$ cat src/rtl/seg7_pkg.sv
// Shared seven-segment definitions: digit patterns (seg7..seg1 -> bits 6..0),
// monitor FSM state encodings and the mod-10 successor helper.
package seg7_pkg;

    localparam logic [6:0] SEG_0 = 7'b0111111;
    localparam logic [6:0] SEG_1 = 7'b0000110;
    localparam logic [6:0] SEG_2 = 7'b1011011;
    localparam logic [6:0] SEG_3 = 7'b1001111;
    localparam logic [6:0] SEG_4 = 7'b1100110;
    localparam logic [6:0] SEG_5 = 7'b1101101;
    localparam logic [6:0] SEG_6 = 7'b1111100;
    localparam logic [6:0] SEG_7 = 7'b0000111;
    localparam logic [6:0] SEG_8 = 7'b1111111;
    localparam logic [6:0] SEG_9 = 7'b1100111;

    typedef enum logic [1:0] {
        SEARCH = 2'd0,
        SYNC   = 2'd1,
        LOCKED = 2'd2
    } state_t;

    function automatic logic [3:0] seg7_succ(input logic [3:0] d);
        return (d >= 4'd9) ? 4'd0 : d + 4'd1;
    endfunction

endpackage

$ cat src/rtl/seg7_decode.sv
// Combinational inverse of the seven-segment encoder: pattern -> {valid, digit}.
// Unknown patterns (including all-off) decode to valid=0, digit=0.
module seg7_decode
    import seg7_pkg::*;
(
    input  logic [6:0] pattern,
    output logic       valid,
    output logic [3:0] digit
);

    always_comb begin
        valid = 1'b1;
        digit = 4'd0;
        case (pattern)
            SEG_0:   digit = 4'd0;
            SEG_1:   digit = 4'd1;
            SEG_2:   digit = 4'd2;
            SEG_3:   digit = 4'd3;
            SEG_4:   digit = 4'd4;
            SEG_5:   digit = 4'd5;
            SEG_6:   digit = 4'd6;
            SEG_7:   digit = 4'd7;
            SEG_8:   digit = 4'd8;
            SEG_9:   digit = 4'd9;
            default: valid = 1'b0;
        endcase
    end

endmodule

$ cat src/rtl/seg7_monitor.sv
// Receive-side checker for the seven-segment seconds bus: synchronise, deglitch,
// decode, then verify the +1 mod 10 sequence and the step interval.
module seg7_monitor
    import seg7_pkg::*;
#(
    parameter int unsigned STABLE_CYCLES = 4,
    parameter int unsigned PERIOD        = 16_000_001,
    parameter int unsigned TOL           = 2,
    parameter int unsigned CNT_W         = 25
) (
    input  logic       clk,
    input  logic       reset,
    input  logic [6:0] seg_in,
    input  logic       clear_errors,
    output logic [3:0] digit,
    output logic       digit_valid,
    output logic       new_digit,
    output logic       invalid_pattern,
    output logic       seq_error,
    output logic       period_error,
    output logic       locked,
    output logic [7:0] err_count
);

    localparam int unsigned      STAB_W     = (STABLE_CYCLES > 1) ? $clog2(STABLE_CYCLES) : 1;
    localparam logic [STAB_W-1:0] STAB_MAX  = STAB_W'(STABLE_CYCLES - 1);
    localparam logic [CNT_W:0]    PER_LO    = (CNT_W + 1)'(PERIOD - TOL);
    localparam logic [CNT_W:0]    PER_HI    = (CNT_W + 1)'(PERIOD + TOL);
    localparam logic [CNT_W-1:0]  TIMEOUT_M1 = CNT_W'(PERIOD + TOL - 1);

    logic [6:0]        sync1_q, sync2_q, cand_q, accepted_q;
    logic [STAB_W-1:0] stab_q;
    logic [CNT_W-1:0]  cnt_q;
    logic [CNT_W:0]    measured;
    state_t            state_q, state_d;
    logic              dec_valid, is_succ, accept;
    logic [3:0]        dec_digit;
    logic              invalid_d, seq_d, period_d, err_d;
    logic [7:0]        err_next;

    seg7_decode u_decode (
        .pattern (cand_q),
        .valid   (dec_valid),
        .digit   (dec_digit)
    );

    assign accept   = (stab_q == STAB_MAX) && (cand_q != accepted_q);
    assign measured = {1'b0, cnt_q} + (CNT_W + 1)'(1);
    assign is_succ  = dec_valid && (dec_digit == seg7_succ(digit));
    assign locked   = (state_q == LOCKED);

    always_comb begin
        state_d   = state_q;
        invalid_d = 1'b0;
        seq_d     = 1'b0;
        period_d  = 1'b0;
        case (state_q)
            SEARCH: begin
                if (accept) begin
                    if (dec_valid) state_d = SYNC;
                    else           invalid_d = 1'b1;
                end
            end
            SYNC: begin
                if (accept) begin
                    if (!dec_valid) begin
                        invalid_d = 1'b1;
                        state_d   = SEARCH;
                    end else if (is_succ) begin
                        state_d = LOCKED;
                    end
                end
            end
            LOCKED: begin
                if (accept) begin
                    if (!dec_valid) begin
                        invalid_d = 1'b1;
                        state_d   = SEARCH;
                    end else if (!is_succ) begin
                        seq_d   = 1'b1;
                        state_d = SYNC;
                    end else if (measured < PER_LO || measured > PER_HI) begin
                        period_d = 1'b1;
                    end
                end else if (cnt_q == TIMEOUT_M1) begin
                    // Counter reaches PERIOD+TOL on this edge with no step seen.
                    period_d = 1'b1;
                    state_d  = SYNC;
                end
            end
            default: state_d = SEARCH;
        endcase
    end

    assign err_d = invalid_d | seq_d | period_d;

    always_comb begin
        err_next = err_count;
        if (clear_errors)                  err_next = err_d ? 8'd1 : 8'd0;
        else if (err_d && err_count != 8'hFF) err_next = err_count + 8'd1;
    end

    always_ff @(posedge clk or posedge reset) begin
        if (reset) begin
            sync1_q         <= 7'h00;
            sync2_q         <= 7'h00;
            cand_q          <= 7'h00;
            stab_q          <= '0;
            accepted_q      <= 7'h00;
            cnt_q           <= '0;
            state_q         <= SEARCH;
            digit           <= 4'd0;
            digit_valid     <= 1'b0;
            new_digit       <= 1'b0;
            invalid_pattern <= 1'b0;
            seq_error       <= 1'b0;
            period_error    <= 1'b0;
            err_count       <= 8'd0;
        end else begin
            sync1_q <= seg_in;
            sync2_q <= sync1_q;
            if (sync2_q != cand_q) begin
                cand_q <= sync2_q;
                stab_q <= '0;
            end else if (stab_q != STAB_MAX) begin
                stab_q <= stab_q + STAB_W'(1);
            end
            if (accept) begin
                accepted_q  <= cand_q;
                digit       <= dec_digit;
                digit_valid <= dec_valid;
                cnt_q       <= '0;
            end else if (cnt_q != '1) begin
                cnt_q <= cnt_q + CNT_W'(1);
            end
            new_digit       <= accept;
            invalid_pattern <= invalid_d;
            seq_error       <= seq_d;
            period_error    <= period_d;
            state_q         <= state_d;
            err_count       <= err_next;
        end
    end

endmodule

$ cat config.mk
export PLATFORM = sky130hd
export DESIGN_NAME = seg7_monitor
export DESIGN_NICKNAME = d
export VERILOG_FILES = /design/src/rtl/seg7_pkg.sv /design/src/rtl/seg7_decode.sv /design/src/rtl/seg7_monitor.sv
export SDC_FILE = /design/constraint.sdc
export NUM_CORES = 1
export LEC_CHECK = 0
export ABC_AREA = 1
export CAP_MARGIN = 5
export CELL_PAD_IN_SITES_DETAIL_PLACEMENT = 1
export CELL_PAD_IN_SITES_GLOBAL_PLACEMENT = 1
export CORE_ASPECT_RATIO = 1.5
export CORE_MARGIN = 3
export CORE_UTILIZATION = 46
export CTS_BUF_LIST = sky130_fd_sc_hd__clkbuf_2
export DETAILED_ROUTE_END_ITERATION = 12
export GPL_ROUTABILITY_DRIVEN = 0
export PLACE_DENSITY_LB_ADDON = 0.1
export RECOVER_POWER = 50
export SYNTH_ARGS = -nofsm -noshare
export SYNTH_HDL_FRONTEND = slang
export SYNTH_HIERARCHICAL = 1
export SYNTH_SLANG_ARGS = --single-unit
$ cat constraint.sdc
create_clock -name clk -period 3.1 [get_ports clk]
set_input_delay 0.31 -clock clk [delete_from_list [all_inputs] [get_ports clk]]
set_output_delay 0.31 -clock clk [all_outputs]
set_load 0.005 [all_outputs]
==> flow_summary_export.csv <==
group,metric,value,unit
setup_path,end_kind,"flop",
setup_path,timing.rr.end,"err_count[4]$_DFFE_PP0P_",
power,clockPowerShare,0.313,
global_routing,grt_max_degree,48,
routing,drtIter0Drc,122,
synthesis,yosys_warnings,6,
global_routing,overflow,0,
power,p_leak,2.351,nW
routing,vias,3789,
power,p_sw,0.0004516,W
worst_hold_path,min_delay_worst_endpoint,"sync1_q[2]$_DFF_PP0_",
global_routing,grt_antenna_before_repair,0,
floorplanning,dieArea,10500,µm²
clocking,htreeDepth,3,
setup_path,cp.required,3570,ps
synthesis,synthDistinctLibCells,33,
power,power_density,331.6,nW/µm²
clocking,clkTransAtPathRegs,230,ps
sta,relSlewSlack,0.2262,
sta,fin_crit,2722,ps
floorplanning,coreArea,8934,µm²
power,combPwrFrac,0.050,
worst_hold_path,hp-class,"in -> reg",
setup_path,reg2reg_depth,22,
clocking,cts_root_buf,"clkbuf_2",
sta,rsz0062_at_grt,"false",
synthesis,postSynthAreaPerCell,7.576,µm²
synthesis,synth_seq_area_share,0.4334,
clocking,cts_buffers,9,
power,p_seq_frac,0.637,
placed_design,port_buffers,27,
worst_hold_path,holdPathStages,1,
layout,area_growth,11.60,%
layout,nNetsFinal,611,
clocking,cts_setup_buffers,0,
synthesis,ys_seq_elements,74,
routing,viasPerCell,5.352,
layout,drive_gt1_frac,0.08528,
clocking,cts_max_path_buffers,2,
global_routing,grt_usage,0.2346,
power,vdd_drop_max,0.3232,mV
power,switching_share,0.2856,
floorplanning,die_h,124.0,µm
synthesis,yosys.area_share.simple,0.3526,
routing,final_antenna_net_count,0,
clocking,clkLatencyLatePin,560,ps
routing,wl_per_cell,16.00,µm
layout,multiInputGateArea,2137,µm²
synthesis,synthAdderAreaFrac,0.02343,
routing,drt_first_pass_iters,6,
routing,routed_wl,11330,µm
placed_design,dp_hpwl,8849,µm
setup_path,arrival,3200,ps
setup_path,worst_setup_path_start_kind,"flop",
sta,whs,307.5,ps
setup_path,rrSetupSlack,380,ps
synthesis,synth_top_family_by_area,"simple AND/OR/NAND/NOR gates",
power,internal-power,0.001130,W
global_routing,grt_pass1_wl,19180,µm
sta,tightest_slew,1161,ps
power,power,0.001581,W
placed_design,dpl-instance-area,4678,µm²
clocking,cts_resized,0,
outcome,outcome,"finished, final reports clean",
clocking,cts_sinks,74,
floorplanning,fp-row-count,42,
synthesis,syn_inst,564,
synthesis,synth_xor_area_frac,0.06735,
sta,final.period_utilization,0.8782,
layout,antennaDiodeCount,0,
sta,setup_viol,0,
synthesis,netlist_area,4273,µm²
clocking,tritoncts,"built",
layout,design_area,4768,µm²
flow_run,cap_violations,0,
floorplanning,boundaryPins,28,
floorplanning,start_util,0.4783,
setup_path,regToRegStartpoint,"cnt_q[1]$_DFFE_PP0P_",
sta,final_max_slew_viol_count,0,
routing,drc,0,
worst_hold_path,min_from,"seg_in[2]",
sta,finalSetupTns,0,ps
layout,fillers,1165,
global_routing,grt_pass1_vias,4131,
setup_path,critical_path_class,"reg -> reg",
sta,clock_skew,29.63,ps
synthesis,synth_mux_area_frac,0,
synthesis,syn_nets,582,
setup_path,cp_max_fo,8,
layout,seq_area,1852,µm²
floorplanning,fp.dieW,84.69,µm
synthesis,synth_compound_gate_area_share,0.05564,
clocking,postCtsHoldBufs,0,
sta,fmax,367.3,MHz
sta,hold_viol,0,
## synth_stat cells
library cell | number | area share
nand2_1 | 172 | 0.15
dfrtp_1 | 74 | 0.43
nor2_1 | 64 | 0.056
inv_1 | 58 | 0.051
nand3_1 | 36 | 0.042
o21ai_0 | 33 | 0.039
xor2_1 | 25 | 0.051
nand4_1 | 15 | 0.022
clkbuf_1 | 14 | 0.012
ha_1 | 8 | 0.023
nand2_2 | 8 | 0.012
nor3_1 | 8 | 0.0094
nor4_1 | 6 | 0.0088
xnor2_1 | 6 | 0.012
nand2_4 | 4 | 0.011
a21oi_1 | 3 | 0.0035
inv_2 | 3 | 0.0026
nor2_2 | 3 | 0.0044
nor2_8 | 3 | 0.014
clkinv_1 | 2 | 0.0018
nand3_2 | 2 | 0.0047
nor2_4 | 2 | 0.0053
nor3b_1 | 2 | 0.0035
o21ai_1 | 2 | 0.0023
o21bai_1 | 2 | 0.0035
o22ai_1 | 2 | 0.0029
a31oi_2 | 1 | 0.0029
and2_1 | 1 | 0.0015
nand3_4 | 1 | 0.0041
nand3b_1 | 1 | 0.0018
o21a_1 | 1 | 0.0018
or2_2 | 1 | 0.0015
xor2_2 | 1 | 0.0038
## per-layer routing
| metal | global-route usage | wire [µm] |
|---|---|---|
| met1 | 0.2446 | 4340 |
| met2 | 0.4333 | 6184 |
| met3 | 0.03508 | 243 |
| met4 | 0.1545 | 559 |
| met5 | 0 | 0 |
## how the worst max path moves through the flow
stage	from	to	slack, ps	depth (start not counted)
2_1_floorplan	cnt_q[1]$_DFFE_PP0P_	err_count[2]$_DFFE_PP0P_	870	19
3_3_place_gp	cand_q[1]$_DFFE_PP0P_	err_count[7]$_DFFE_PP0P_	440	16
3_5_place_dp	cand_q[5]$_DFFE_PP0P_	err_count[4]$_DFFE_PP0P_	350	20
4_1_cts	cand_q[5]$_DFFE_PP0P_	err_count[7]$_DFFE_PP0P_	230	19
5_1_grt	cand_q[5]$_DFFE_PP0P_	err_count[4]$_DFFE_PP0P_	20	19
6_report	cnt_q[1]$_DFFE_PP0P_	err_count[4]$_DFFE_PP0P_	380	22
## layout by cell type (no fill, tap or decap), drive strengths merged
master	instances
nand2	184
nand4	15
clkbuf	11
nor4	6
o21bai	2
dlygate4sd3	8
buf	4
nor2	72
a21oi	3
clkinvlp	2
a31oi	1
ha	8
nor3b	2
clkdlybuf4s50	19
dfrtp	74
and2	1
nand3	39
o22ai	2
or2	1
xor2	26
inv	63
xnor2	6
o21ai	35
o21a	1
clkinv	4
nor3	8
nand3b	1
## area by class of cell
type                            count  area share
Clock buffer                       10     0.01050
Clock inverter                      6     0.01050
Inverter                           63     0.04959
Multi-Input combinational cell    413      0.4482
Sequential cell                    74      0.3884
Tap cell                          110     0.02886
Timing Repair Buffer               32     0.06403
## registers in the layout, summed over array words and instances, names as in the netlist, 2 cells and up
signal      flops
digit           4
err_count       8
cand_q          7
accepted_q      7
sync2_q         7
stab_q          2
state_q         2
cnt_q          25
sync1_q         7
## power groups by stage
| stage | combinational [W] | clock (W) | sequential (W) |
|---|---|---|---|
| finish | 0.0000797 | 0.000495 | 0.00101 |
| global route | 0.0000925 | 0.000569 | 0.00101 |
| CTS | 0.0000872 | 0.000521 | 0.00101 |
| detailed placement | 0.0000866 | 0 | 0.00102 |
| global placement | 0.0000842 | 0 | 0.00102 |
| floorplan | 0.0000561 | 0 | 0.00102 |
## kinds of logic after synthesis
kind of cell    Yosys count
buf+inv                  77
fa+ha+maj                 8
xor+xnor                 32
simple gates            329
flops                    74
compound gates           44
## critical path, stage by stage (launching register included)
cell and delay (ps):
dfrtp_1 490, ha_1 260, nand2_2 110, nor2_8 180
nand2_4 90, nand2_1 80, nand2_1 130, nor2_1 130
nand2_1 110, nor2_1 110, nand2_1 60, nand3_1 80
nand2_1 60, nand2_1 50, nand3_1 70, nand2_1 60
nand2_1 60, nand2_2 120, nand2_4 70, nand2_4 110
nand2_4 80, nand2_1 70, nand2_1 40
## per-stage QoR
stage               setup WS, ps  utilization  cells
finish                     377.6       0.5338    708
global route               21.89       0.5338    708
CTS                        229.0       0.5349    708
detailed placement         345.7       0.5237    692
global placement           436.9       0.5237    692
floorplan                  865.0            -    564
Power figures use the tool's default switching activity.
